**src/rtl/event_counter_bank.sv**
```systemverilog
// event_counter_bank
// A bank of CHANNELS independent up/down counters, each WIDTH bits wide.
// Every channel can be cleared, loaded from a shared operand, incremented or
// decremented. A global mode selects wrap-around or saturating arithmetic.
//
// Ports:
//   clk            rising-edge clock for all state
//   reset          synchronous, active-high reset
//   clear          per-channel clear to zero (highest priority)
//   load           per-channel load of load_value
//   load_value     shared load operand
//   inc, dec       per-channel step requests (both together = hold)
//   sat_mode       1 = saturate at the ends, 0 = wrap around
//   compare_value  shared threshold for the match flags
//   ovf_clear      per-channel clear of the sticky overflow flag
//   rd_sel         channel select for rd_count (out of range reads 0)
//   count_flat     all counts, channel i at [i*WIDTH +: WIDTH]
//   rd_count       combinational readback of the selected channel
//   match          combinational count == compare_value per channel
//   wrap_pulse     registered one-cycle flag on a wrap in wrap mode
//   ovf_sticky     registered sticky flag on any wrap or blocked step
module event_counter_bank #(
   parameter int WIDTH    = 8,
   parameter int CHANNELS = 4,
   parameter int SEL_W    = 2
) (
   input  logic                      clk,
   input  logic                      reset,
   input  logic [CHANNELS-1:0]       clear,
   input  logic [CHANNELS-1:0]       load,
   input  logic [WIDTH-1:0]          load_value,
   input  logic [CHANNELS-1:0]       inc,
   input  logic [CHANNELS-1:0]       dec,
   input  logic                      sat_mode,
   input  logic [WIDTH-1:0]          compare_value,
   input  logic [CHANNELS-1:0]       ovf_clear,
   input  logic [SEL_W-1:0]          rd_sel,
   output logic [CHANNELS*WIDTH-1:0] count_flat,
   output logic [WIDTH-1:0]          rd_count,
   output logic [CHANNELS-1:0]       match,
   output logic [CHANNELS-1:0]       wrap_pulse,
   output logic [CHANNELS-1:0]       ovf_sticky
);

   localparam logic [WIDTH-1:0] ALL_ONES = {WIDTH{1'b1}};
   localparam logic [WIDTH-1:0] ZERO     = {WIDTH{1'b0}};
   localparam logic [WIDTH-1:0] ONE      = {{(WIDTH-1){1'b0}}, 1'b1};

   logic [WIDTH-1:0]    count_q    [CHANNELS];
   logic [WIDTH-1:0]    count_d    [CHANNELS];
   logic [CHANNELS-1:0] wrap_d;
   logic [CHANNELS-1:0] ovf_event;
   logic [CHANNELS-1:0] ovf_d;

   // Next-state logic per channel: clear beats load beats a single step.
   // A step that would cross an end of the range is an overflow event; in
   // wrap mode it wraps and pulses, in saturate mode the count just stays put.
   // The sticky flag is set by an event even if ovf_clear arrives together.
   always_comb begin
      wrap_d    = '0;
      ovf_event = '0;
      ovf_d     = '0;
      for (int i = 0; i < CHANNELS; i++) begin
         count_d[i] = count_q[i];
         if (clear[i]) begin
            count_d[i] = ZERO;
         end else if (load[i]) begin
            count_d[i] = load_value;
         end else if (inc[i] && !dec[i]) begin
            if (count_q[i] == ALL_ONES) begin
               ovf_event[i] = 1'b1;
               if (!sat_mode) begin
                  count_d[i] = ZERO;
                  wrap_d[i]  = 1'b1;
               end
            end else begin
               count_d[i] = count_q[i] + ONE;
            end
         end else if (dec[i] && !inc[i]) begin
            if (count_q[i] == ZERO) begin
               ovf_event[i] = 1'b1;
               if (!sat_mode) begin
                  count_d[i] = ALL_ONES;
                  wrap_d[i]  = 1'b1;
               end
            end else begin
               count_d[i] = count_q[i] - ONE;
            end
         end
         if (ovf_event[i]) begin
            ovf_d[i] = 1'b1;
         end else if (ovf_clear[i]) begin
            ovf_d[i] = 1'b0;
         end else begin
            ovf_d[i] = ovf_sticky[i];
         end
      end
   end

   // State registers; reset overrides every request in the same cycle.
   always_ff @(posedge clk) begin
      if (reset) begin
         for (int i = 0; i < CHANNELS; i++) begin
            count_q[i] <= ZERO;
         end
         wrap_pulse <= '0;
         ovf_sticky <= '0;
      end else begin
         for (int i = 0; i < CHANNELS; i++) begin
            count_q[i] <= count_d[i];
         end
         wrap_pulse <= wrap_d;
         ovf_sticky <= ovf_d;
      end
   end

   // Flatten the counts, build match flags and the readback mux. The select
   // is widened before comparing so a narrow rd_sel never aliases a channel,
   // and any select past the last channel reads back zero.
   always_comb begin
      rd_count = ZERO;
      for (int i = 0; i < CHANNELS; i++) begin
         count_flat[i*WIDTH +: WIDTH] = count_q[i];
         match[i] = (count_q[i] == compare_value);
         if (32'(rd_sel) == i) begin
            rd_count = count_q[i];
         end
      end
   end

endmodule

```
**config.mk**
```make
export PLATFORM = sky130hd
export DESIGN_NAME = event_counter_bank
export DESIGN_NICKNAME = d
export VERILOG_FILES = /design/src/rtl/event_counter_bank.sv
export SDC_FILE = /design/constraint.sdc
export NUM_CORES = 1
export LEC_CHECK = 0
export ABC_AREA = 0
export CORE_ASPECT_RATIO = 0.7
export CORE_MARGIN = 4
export CORE_UTILIZATION = 48
export CTS_BUF_LIST = sky130_fd_sc_hd__clkbuf_8
export CTS_CLUSTER_SIZE = 30
export DETAILED_ROUTE_END_ITERATION = 8
export PLACE_DENSITY = 0.8
export SLEW_MARGIN = 25
export SYNTH_ARGS = -nofsm -noshare
export SYNTH_HDL_FRONTEND = slang
export SYNTH_SLANG_ARGS = --single-unit
```
**constraint.sdc**
```tcl
create_clock -name clk -period 2.1 [get_ports clk]
set_input_delay 0.315 -clock clk [delete_from_list [all_inputs] [get_ports clk]]
set_output_delay 0.315 -clock clk [all_outputs]
set_load 0.01 [all_outputs]
```
Word-level counts from Yosys, hierarchy flattened
Memory sizes are Yosys's and may differ from the RTL's.
Cells that the tools add are included.
{"block": "word_totals", "wordCells": 153, "mem_count": 1, "out_inout_bits": 52, "in_bits": 41, "reg_bits": 8, "ramBits": 32}
{"memory": "count_q", "depth": 4, "width": 8, "read_ports": 4, "rd_clocked_by_memory_dff": 0, "write_ports": 4, "line": "49", "text": "logic [WIDTH-1:0] count_q [CHANNELS];"}
{"block": "classes", "n_reduce_logical": 29, "muxes": 92, "eq_ne": 11, "add_sub_neg": 8, "bitwise_logic": 4}
{"op": "$mux W8", "count": 40}
{"op": "$mux W1", "count": 52}
{"op": "$add A8 B1 Y8 const B", "count": 4}
{"op": "$eq A8 B8 Y1", "count": 4}
{"op": "$eq A8 B8 Y1 const B", "count": 4}
{"op": "$logic_not A8 Y1", "count": 4}
{"op": "$sub A8 B1 Y8 const B", "count": 4}
{"op": "$reduce_or A3 Y1", "count": 4}
{"op": "$logic_and A1 B1 Y1", "count": 8}
{"op": "$logic_not A1 Y1", "count": 8}
{"op": "$reduce_bool A2 Y1", "count": 4}
{"op": "$eq A2 B2 Y1 const B", "count": 2}
{"op": "$or A1 B1 Y1", "count": 4}
{"op": "$eq A2 B1 Y1 const B", "count": 1}
{"op": "$logic_not A2 Y1", "count": 1}

Logic depth before layout (Yosys ltp)
Gate-level depths: netlist (run 1).
{"block": "depth", "ltp_word": 7, "depth_mapped": 9, "ltp_nobuf": 7}

Worst setup path after synthesis (run 1)
No wires, ideal clock.
{"block": "synth_path", "path_type": "register -> register", "startpoint": "memory count_q[3][0]", "endpoint": "memory count_q[3][4]", "synth_period_minus_slack_ns": 2.160, "setup_ns": 0.095, "path_stages_with_launch": 10, "required_time_ns": 2.005, "slack_ns": -0.060, "t_arrival_ns": 2.065, "path_cell_list": "dfxtp_1 > clkbuf_1 > inv_1 > ha_1 > nor3b_1 > a31oi_1 > or3_1 > clkbuf_1 > o31ai_1 > a221oi_1"}
{"element": "start, declared", "line": "49"}

Worst setup path after layout (run 1)
{"block": "layout_path", "startpoint": "input rd_sel[1]", "endpoint": "output rd_count[5]"}
{"block": "layout_via", "elab_chain_cells": 5, "word_cells_on_any_way": 8, "classes_between": "3 x eq/ne; 4 x mux; 1 x reduce/logical"}
{"element": "start, declared", "line": "37", "text": "input logic [SEL_W-1:0] rd_sel,"}
{"element": "$logic_not A2 Y1", "line": "125", "text": "if (32'(rd_sel) == i) begin"}
{"element": "$mux W8 (3 in series)", "line": "125"}
{"element": "$mux W8 *", "line": "125"}
{"element": "end, declared", "line": "39", "text": "output logic [WIDTH-1:0] rd_count,"}
Mark *: on every way between the ends. The rest lies on a longest branch, timed or not.

==> impl_metrics.ini, run 1 <==
[finish]
multi_input_area_um2 = 3050
num_antenna_cells = 0
final_common_cell = buf_4
ff_latch_area_um2 = 831
fill_cells = 671
nets = 759
area_growth_pct = 41.5
fin_area_um2 = 5900
drive_above_1_share_pct = 22.1
final_cell_mix = 97 x buf_4, 72 x clkdlybuf4s50_1, 39 x o21ai_0

[min_path]
min-delay-path-class = flip-flop to flip-flop

[clock_tree]
insertion_delay_ns = 0.30
clock_path_buffers = 2
cts_tree = done
cts_sinks = 40
clkTransAtPathRegs_ns = 0.09
htreeDepth = 2
numCtsBuffers = 5
cts_root_buf = clkbuf_8
postCtsHoldBufs = 0

[global_routing]
use_met1_pct = 42.5
antenna_found_initial = 1
grt_pass1_vias = 4849
grt_use_met3_pct = 7.51
busiest_layer = met2
grt_max_degree = 16
grt_pass1_wl_um = 25100
overflow = 0
grt_use_met2_pct = 46.0
grt.total_usage_pct = 30.4

[worst_setup_path]
max_stage_delay_ns = 0.52
cp_max_fo = 8
cp-end-kind = output pin
crit_required_ns = 1.78
cp_cell_sequence = clkdlybuf4s50_1, buf_12, mux4_2, clkdlybuf4s15_1
path_class = input port to output pin
cp_slowest_cell = mux4_2
start_kind = input port
crit_arrival_ns = 1.75

[place]
placed_area_um2 = 5730
gp_congestion = 0.964
place_hpwl_um = 12600
port_buffers = 92

[timing]
setup_viol = 0
finalCritPeriodShare_pct = 98.5
hold_violations = 0
relSlewSlack_pct = 66.8
rsz0062_at_grt = no
fin_crit_ns = 2.07
drv_slew = 0
worstMarginPinSlew_ns = 0.496
finalSetupTns_ns = 0
clock_skew_ns = 0.00982
max_freq_ghz = 0.483

[floorplanning]
ios = 93
start_util_pct = 49.4
die_h_um = 86.0
dieArea_um2 = 10300
die_w_um = 119
core-area_um2 = 8440
rows = 28

[drt]
vias = 5282
first_pass_iters = 8
wl_um = 16100
drtIter0Drc = 626
drc = 0
viasPerCell = 6.39
wire_per_inst_um = 19.4
drtAntennaViolNets = 0

[power_and_ir_drop]
power_density_nw_per_um2 = 456
p_total_mw = 2.69
leakagePower_nw = 2.20
ir_drop_mv = 0.309

[synthesis]
synth_flop_cell = dfxtp_1
avgSynthCellArea_um2 = 7.39
syn-cell-area_um2 = 4170
yosys_register_bits = 40
synth_edf_count = 0
async_reset_ff_share_pct = 0
yosysWarnings = 0
synth_nets = 617
synth_cell_types = 67
ys_seq_area_share_pct = 19.2
synth_cells = 564

[flow_run]
max_cap_viol_count = 0

[status]
status = completed
==> synth_stat cells (8+ instances only) <==
cell type	n	area share [%]
a31oi_1	22	3.3
nand2_1	36	3.2
clkbuf_1	35	3.2
xnor2_1	38	8.0
nand4_1	20	3.0
ha_1	12	3.6
buf_2	9	1.1
mux4_2	8	4.3
a21oi_1	36	4.3
nor2_1	34	3.1
nand2b_1	11	1.7
nor3_1	19	2.3
o21ai_0	40	4.8
nand3_1	22	2.6
inv_1	24	2.2
dfxtp_1	40	19
or2_2	8	1.2
o211ai_1	9	1.6
a221oi_1	8	1.7
==> worst paths after layout <==
check / from / end / slack [ns] / cells past startpoint
worst max register to register: count_q[1][0] / count_q[1][3] / 0.13 / 7
worst max-delay path: rd_sel[1] / rd_count[5] / 0.03 / 4
worst min register to register: ovf_sticky[3] / ovf_sticky[3] / 0.48 / 2
worst min-delay path: ovf_sticky[3] / ovf_sticky[3] / 0.48 / 2
==> per-stage QoR <==
stage               setup slack (ns)  utilization, %  std cells  hold slack, ns
global route               0.0000109            69.9        827           0.502
finish                        0.0312            69.9        827           0.483
floorplan                     0.0456               -        564           0.447
global placement              -0.210            67.9        818           0.459
detailed placement            -0.222            67.9        818           0.466
CTS                          0.00457            69.5        826           0.489
==> per-layer routing <==
metal  routed length, um  vias up  share of wire (%)
met5                  12        -              0.075
met1                6590     2411                 41
met4                 548        2                3.4
met3                2200       65                 14
met2                6730      395                 42
li1                    -     2409                  -
==> cells by family after synthesis <==
family	Yosys count	share of synthesized area [%]
mux	11	5.04
flops	40	19.2
xor+xnor	39	8.19
fa+ha+maj	12	3.60
simple gates	198	26.0
compound gates	183	29.5
buf+inv	81	8.43
==> final cells by class <==
cell class,instances,area share [%]
Multi-Input combinational cell,443,51.6
Timing Repair Buffer,191,28.2
Sequential cell,40,14.1
Tap cell,120,2.54
Inverter,25,1.59
Clock buffer,5,1.17
Clock inverter,3,0.806
==> critical path: cells and delay by family <==
kind / cells / cell delay, ns
buffers and inverters: 3 / 0.91
multiplexers: 1 / 0.52
==> power breakdown <==
group	leakage (nW)	switching (mW)	total, mW	internal (mW)
clock	0.0583	0.310	0.669	0.359
sequential	0.336	0.104	0.904	0.801
combinational	1.81	0.559	1.12	0.559
==> flip-flops by register name, summed over array words and instances, names as in the netlist <==
| name | cells |
|---|---|
| count_q | 32 |
| ovf_sticky | 4 |
| wrap_pulse | 4 |
==> repair_timing <==
item,in CTS,in global routing
pin swaps,0,1
gates resized for setup,49,9
setup endpoints to repair,17,16
setup buffers,0,1
endpoints found under the hold margin,0,0
Note: power is estimated with default switching activity, not from simulation.
==> run 2, diff against run 1 <==
- CTS_BUF_LIST: sky130_fd_sc_hd__clkbuf_8 -> sky130_fd_sc_hd__clkbuf_4 sky130_fd_sc_hd__clkbuf_8
==> results of run 2 <==
No change in the layout: final DEF, timing and power equal those of run 1.
==> run 3, diff against run 2 <==
- ABC_AREA: 0 -> unset
- CTS_CLUSTER_SIZE: 30 -> 10
==> results of run 3 <==
No change in the layout: final DEF, timing and power equal those of run 1.
==> RTL edit 1 (flow settings as in run 2) <==
`CHANNELS`: 4 -> 8.
--- a/src/rtl/event_counter_bank.sv
+++ b/src/rtl/event_counter_bank.sv
@@ -21,7 +21,7 @@
 //   ovf_sticky     registered sticky flag on any wrap or blocked step
 module event_counter_bank #(
    parameter int WIDTH    = 8,
-   parameter int CHANNELS = 4,
+   parameter int CHANNELS = 8,
    parameter int SEL_W    = 2
 ) (
    input  logic                      clk,
Interface: changed (9 resized); port bits go from 93 to 157. No check against the original RTL was run, so the function may have changed too.
==> RTL edit 1 against run 2 <==
Setup slack got worse by 0.0024 ns. Clock skew increased by 0.0029 ns. Sequential cell count rose by 40. Fmax fell by 0.12%. Critical path type is now register to output port. Largest cell class unchanged. Cell area up 99%. Power increased by 110%. Routed wire length up 110%. Synthesized area up 100%. Cell count grew 96%.
==> RTL edit 1: results (changes against run 2) <==
yosys:
  netlist_area_sq_um: 8330  # +100%
  ys_seq_area_share_pct: 19.2  # +0.032 points
  ys_types: 87  # +30%
  syn_nets: 1212  # +96%
  ys_top_cells_by_count: "92 x clkbuf_1, 80 x dfxtp_1, 76 x xnor2_1"
  syn_inst: 1127  # +100%
  synthTopCellsByArea: "dfxtp_1 19%, xnor2_1 8.0%, clkbuf_1 4.1%"
final_layout:
  drive_gt1_share_pct: 21.7  # -0.34 points
  largestRegisters: "count_q x64, ovf_sticky x8, wrap_pulse x8"
  nFlopsAndLatches: 80  # +100%
  clkCellAreaFrac_pct: 1.98  # +0.0080 points
  multi_input_cells: 892  # +100%
  multi_input_area_share_pct: 53.1  # +1.5 points
  inverters_excl_clock: 49  # +96%
  final_cell_area_sq_um: 11800  # +99%
  seqCellArea_sq_um: 1630  # +96%
  nClkBuffers: 9  # +4
  nonClkBufAreaFrac_pct: 27.1  # -1.1 points
power_and_ir_drop:
  ir_drop_v: 0.000358  # +16%
  leakagePower_nw: 4.61  # +110%
worst_setup_path:
  cp_max_fo: 7  # -1
  rr_startpoint: "count_q[0][17]"
  ff2ff_setup_slack_ns: 0.03  # -0.10 ns
  max_stage_delay_ns: 0.60  # +0.08 ns
  startpoint: "count_q[0][21]"
  worstRegToRegCells: 7  # unchanged
  endpoint: "count_flat[21]"
  r2r_end: "count_q[0][20]"
global_routing:
  use_met2_pct: 47.1  # +1.2 points
  grt_pass1_wl_microns: 53200  # +110%
  grt_max_degree: 18  # +2
  grt_pass1_vias: 9663  # +99%
drt:
  first_pass_iters: 6  # -2
  wl_met2_microns: 13600  # +100%
  drt_iter0_markers: 1683  # +170%
  vias: 10600  # +100%
  vias_per_cell: 6.50  # +1.8%
  dr_wl_met3_microns: 4750  # +120%
  met1_length_microns: 14100  # +110%
clocking:
  htreeDepth: 3  # +1
  insertion_delay_ns: 0.37  # +0.07 ns
  clkTransAtPathRegs_ns: 0.11  # +0.02 ns
  cts_inserted_buffers: 9  # +4
sta:
  fin_crit_sh_pct: 98.6  # +0.11 points
  slew_headroom_pct: 59.6  # -7.2 points
  fin_skew_ns: 0.0127  # +0.00290 ns
hold_path:
  hold-path-endpoint: "ovf_sticky[4]"
  hp-start: "ovf_sticky[4]"
placement:
  port_buffers: 156  # +70%
  gp_congestion: 1.00  # +4.0%
  post-place-ws_ns: -0.266  # -0.0435 ns
  dp_cells: 1605  # +96%
  place_area_sq_um: 11400  # +99%
  hpwl_microns: 25900  # +110%
outcome:
  status: "finished, final reports clean"
-- RTL edit 1: cell types whose count changed after synthesis, sizes merged, moves of 31 or more --
cell,change
xnor2,+38
clkbuf,+57
a21oi,+31
dfxtp,+40
nor2,+36
o21ai,+38
-- RTL edit 1: report_power, final --
part | switching (mW) | internal [mW]
logic | 1.23 | 1.19
registers | 0.174 | 1.60
clock network | 0.688 | 0.697
-- RTL edit 1: kinds of logic (layout without fill, tap and decap cells) --
family,Yosys count,after routing,share of synthesized area (%)
and+or+nand+nor,404,404,27.1
AOI/OAI and AO/OA,358,358,30.0
buffers and inverters,155,427,7.24
DFF,80,80,19.2
xor gates and xnor gates,79,79,8.31
muxes,27,27,4.49
adders and majority gates,24,24,3.61
-- RTL edit 1: repair_timing --
| item | CTS | global route |
|---|---|---|
| gates cloned | 0 | 0 |
| pin swaps | 1 | 0 |
| resized for setup | 32 | 24 |
| setup endpoints to repair | 22 | 35 |
| buffers inserted | 1 | 2 |
==> RTL edit 2 (settings of run 2) <==
Made on the original files. Register the input `compare_value` before use. The logic sees it one clock later. The other inputs are not delayed to match. Comments in the files are not updated.
--- a/src/rtl/event_counter_bank.sv
+++ b/src/rtl/event_counter_bank.sv
@@ -45,6 +45,12 @@
    localparam logic [WIDTH-1:0] ALL_ONES = {WIDTH{1'b1}};
    localparam logic [WIDTH-1:0] ZERO     = {WIDTH{1'b0}};
    localparam logic [WIDTH-1:0] ONE      = {{(WIDTH-1){1'b0}}, 1'b1};
+
+   logic [WIDTH-1:0] compare_value_q;
+
+   always_ff @(posedge clk) begin
+      compare_value_q <= compare_value;
+   end
 
    logic [WIDTH-1:0]    count_q    [CHANNELS];
    logic [WIDTH-1:0]    count_d    [CHANNELS];
@@ -121,7 +127,7 @@
       rd_count = ZERO;
       for (int i = 0; i < CHANNELS; i++) begin
          count_flat[i*WIDTH +: WIDTH] = count_q[i];
-         match[i] = (count_q[i] == compare_value);
+         match[i] = (count_q[i] == compare_value_q);
          if (32'(rd_sel) == i) begin
             rd_count = count_q[i];
          end
Check against the original RTL: not equivalent (Yosys sat finds a counterexample within 4 cycles, from zero or initial values and one cycle with reset high).
==> RTL edit 2 against run 2 <==
Routed wire length grew 1.9%. Sequential share of layout area grew 2.3 points. Cell area grew 4.1%. Critical path depth is the same. Hold slack lost 0.053 ns. Setup slack is essentially flat. Sequential cell count grew 8. Synthesized area grew 1.2%. Power grew 9.4%. Largest cell class unchanged. Largest power group unchanged.
==> RTL edit 2: results (changes against run 2) <==
outcome:
  status: "finished, final reports clean"
hold_path:
  hp-class: "input pin to register"
clocking:
  htreeDepth: 2  # unchanged
  cts_inserted_buffers: 5  # unchanged
  clkTransAtPathRegs_ns: 0.10
  clk_path_buf_depth: 2  # unchanged
  root_buffer: "clkbuf_8"
  insertion_delay_ns: 0.31
power_and_ir_drop:
  ir_drop_v: 0.000306  # -1.0%
  leakagePower_nw: 2.40  # +8.9%
  p_sw_share_pct: 34.9  # -1.3 points
sta:
  fin_skew_ns: 0.00942  # -0.000404 ns
  worst_slew_pin_slew_ns: 0.538  # +0.0421 ns
  setup_viol: 0  # unchanged
placement:
  hpwl_microns: 12700  # +0.67%
  post-place-ws_ns: -0.218  # +0.00385 ns
  port_buffers: 92  # unchanged
  place_area_sq_um: 5870  # +2.5%
  gp_congestion: 0.949  # -1.6%
final_layout:
  diodes: 0  # unchanged
  largestRegisters: "count_q x32, compare_value_q x8"
  drive_gt1_share_pct: 26.1  # +4.0 points
  nets: 762  # +0.40%
drt:
  vias: 5177  # -2.0%
  drt_iter0_markers: 521  # -17%
  first_pass_iters: 5  # -3
  post_drt_wl_per_cell_microns: 19.7  # +1.6%
yosys:
  ys_types: 62  # -7.5%
  syn_nets: 615  # -0.32%
  async_reset_ff_share_pct: 0  # unchanged
  synth_flop_cell: "dfxtp_1"
  ys_top_cells_by_count: "53 x a21oi_1, 48 x dfxtp_1, 44 x clkbuf_1"
  yosysWarnings: 0  # unchanged
  ys_seq_area_share_pct: 22.8  # +3.6 points
  synthTopCellsByArea: "dfxtp_1 23%, xnor2_1 8.3%, a21oi_1 6.3%"
global_routing:
  grt_pass1_wl_microns: 26000  # +3.4%
  grt_max_degree: 16  # unchanged
  antenna_found_initial: 0  # -1
  track_usage_pct: 31.3  # +0.87 points
  grt_pass1_vias: 4920  # +1.5%
worst_setup_path:
  cp_top_family: "buffers and inverters"
  cp_max_fo: 8  # unchanged
  cp.arrival_ns: 1.75  # about the same
  slowest_stage: "mux4_2"
  max_stage_delay_ns: 0.53
==> RTL edit 2: cell count changes in the layout (fill, tap and decap cells not counted), moves of 5 or more <==
cell,run 2,this run
nand2b_1,11,16
dlygate4sd2_1,13,7
nand3_1,22,13
dfxtp_2,21,28
a211oi_1,5,12
o21ai_0,39,25
nor2_1,34,39
a221oi_1,8,3
a21oi_1,35,50
a31oi_1,22,11
clkdlybuf4s50_1,72,80
==> RTL edit 2: logic make-up after synthesis <==
family | share of synthesized area, %
and+or+nand+nor | 27.3
AOI/OAI and AO/OA | 25.3
buffers and inverters | 7.14
DFF | 22.8
xor gates and xnor gates | 8.51
muxes | 5.48
adders and majority gates | 3.56
==> RTL edit 2: timing repair <==
| action | in CTS | in global routing |
|---|---|---|
| pin swaps | 0 | 6 |
| endpoints found under the setup margin | 14 | 26 |
| setup buffers | 0 | 1 |
| resized for setup | 33 | 46 |
==> RTL edit 2: layer usage <==
| metal | share of wire, % | GRT usage [%] |
|---|---|---|
| met4 | 3.0 | 10.2 |
| met5 | 0 | 0 |
| met3 | 11 | 6.98 |
| met1 | 43 | 44.5 |
| met2 | 43 | 47.0 |
==> RTL edit 2: through the flow <==
step                      util (%)  instances  total power, mW
final                         72.1        830             2.94
after global routing          72.1        830             3.09
after CTS                     70.5        829             2.88
after detailed placement      69.0        821             2.19
after global placement        69.0        821             2.17
after floorplan                  -        562             1.66
==> RTL edit 2: worst paths after layout <==
path / start / end / slack [ns] / cells past startpoint
worst max-delay path: rd_sel[0] / rd_count[3] / 0.03 / 4
worst min-delay path: compare_value[7] / compare_value_q[7] / 0.43 / 1
worst max register to register: count_q[1][2] / count_q[1][5] / 0.07 / 6
worst min register to register: ovf_sticky[0] / ovf_sticky[0] / 0.47 / 2
==> RTL edit 2: final cells by class <==
| cell class | instances | area (sq um) |
|---|---|---|
| clock inverters | 3 | 42.5 |
| fillers | 708 | 2370 |
| flip-flops and latches | 48 | 1010 |
| inverters | 21 | 78.8 |
| well taps | 120 | 150 |
| multi-input cells | 436 | 3070 |
| clock buffers | 5 | 68.8 |
| repair buffers | 197 | 1720 |
==> RTL edit 2: power by group through the flow <==
| stage | clock network (mW) | logic (mW) | registers, mW |
|---|---|---|---|
| detailed placement | 0 | 1.12 | 1.07 |
| CTS | 0.702 | 1.12 | 1.05 |
| global route | 0.745 | 1.28 | 1.07 |
| finish | 0.700 | 1.18 | 1.06 |
| floorplan | 0 | 0.633 | 1.02 |
| global placement | 0 | 1.10 | 1.06 |
==> RTL edit 2: worst register-to-register path, delay by kind of cell (launching register included) <==
family,cells,cell delay (ns)
flip-flops,1,0.34
AO/OA/AOI/OAI,4,0.72
AND/OR/NAND/NOR,2,0.89
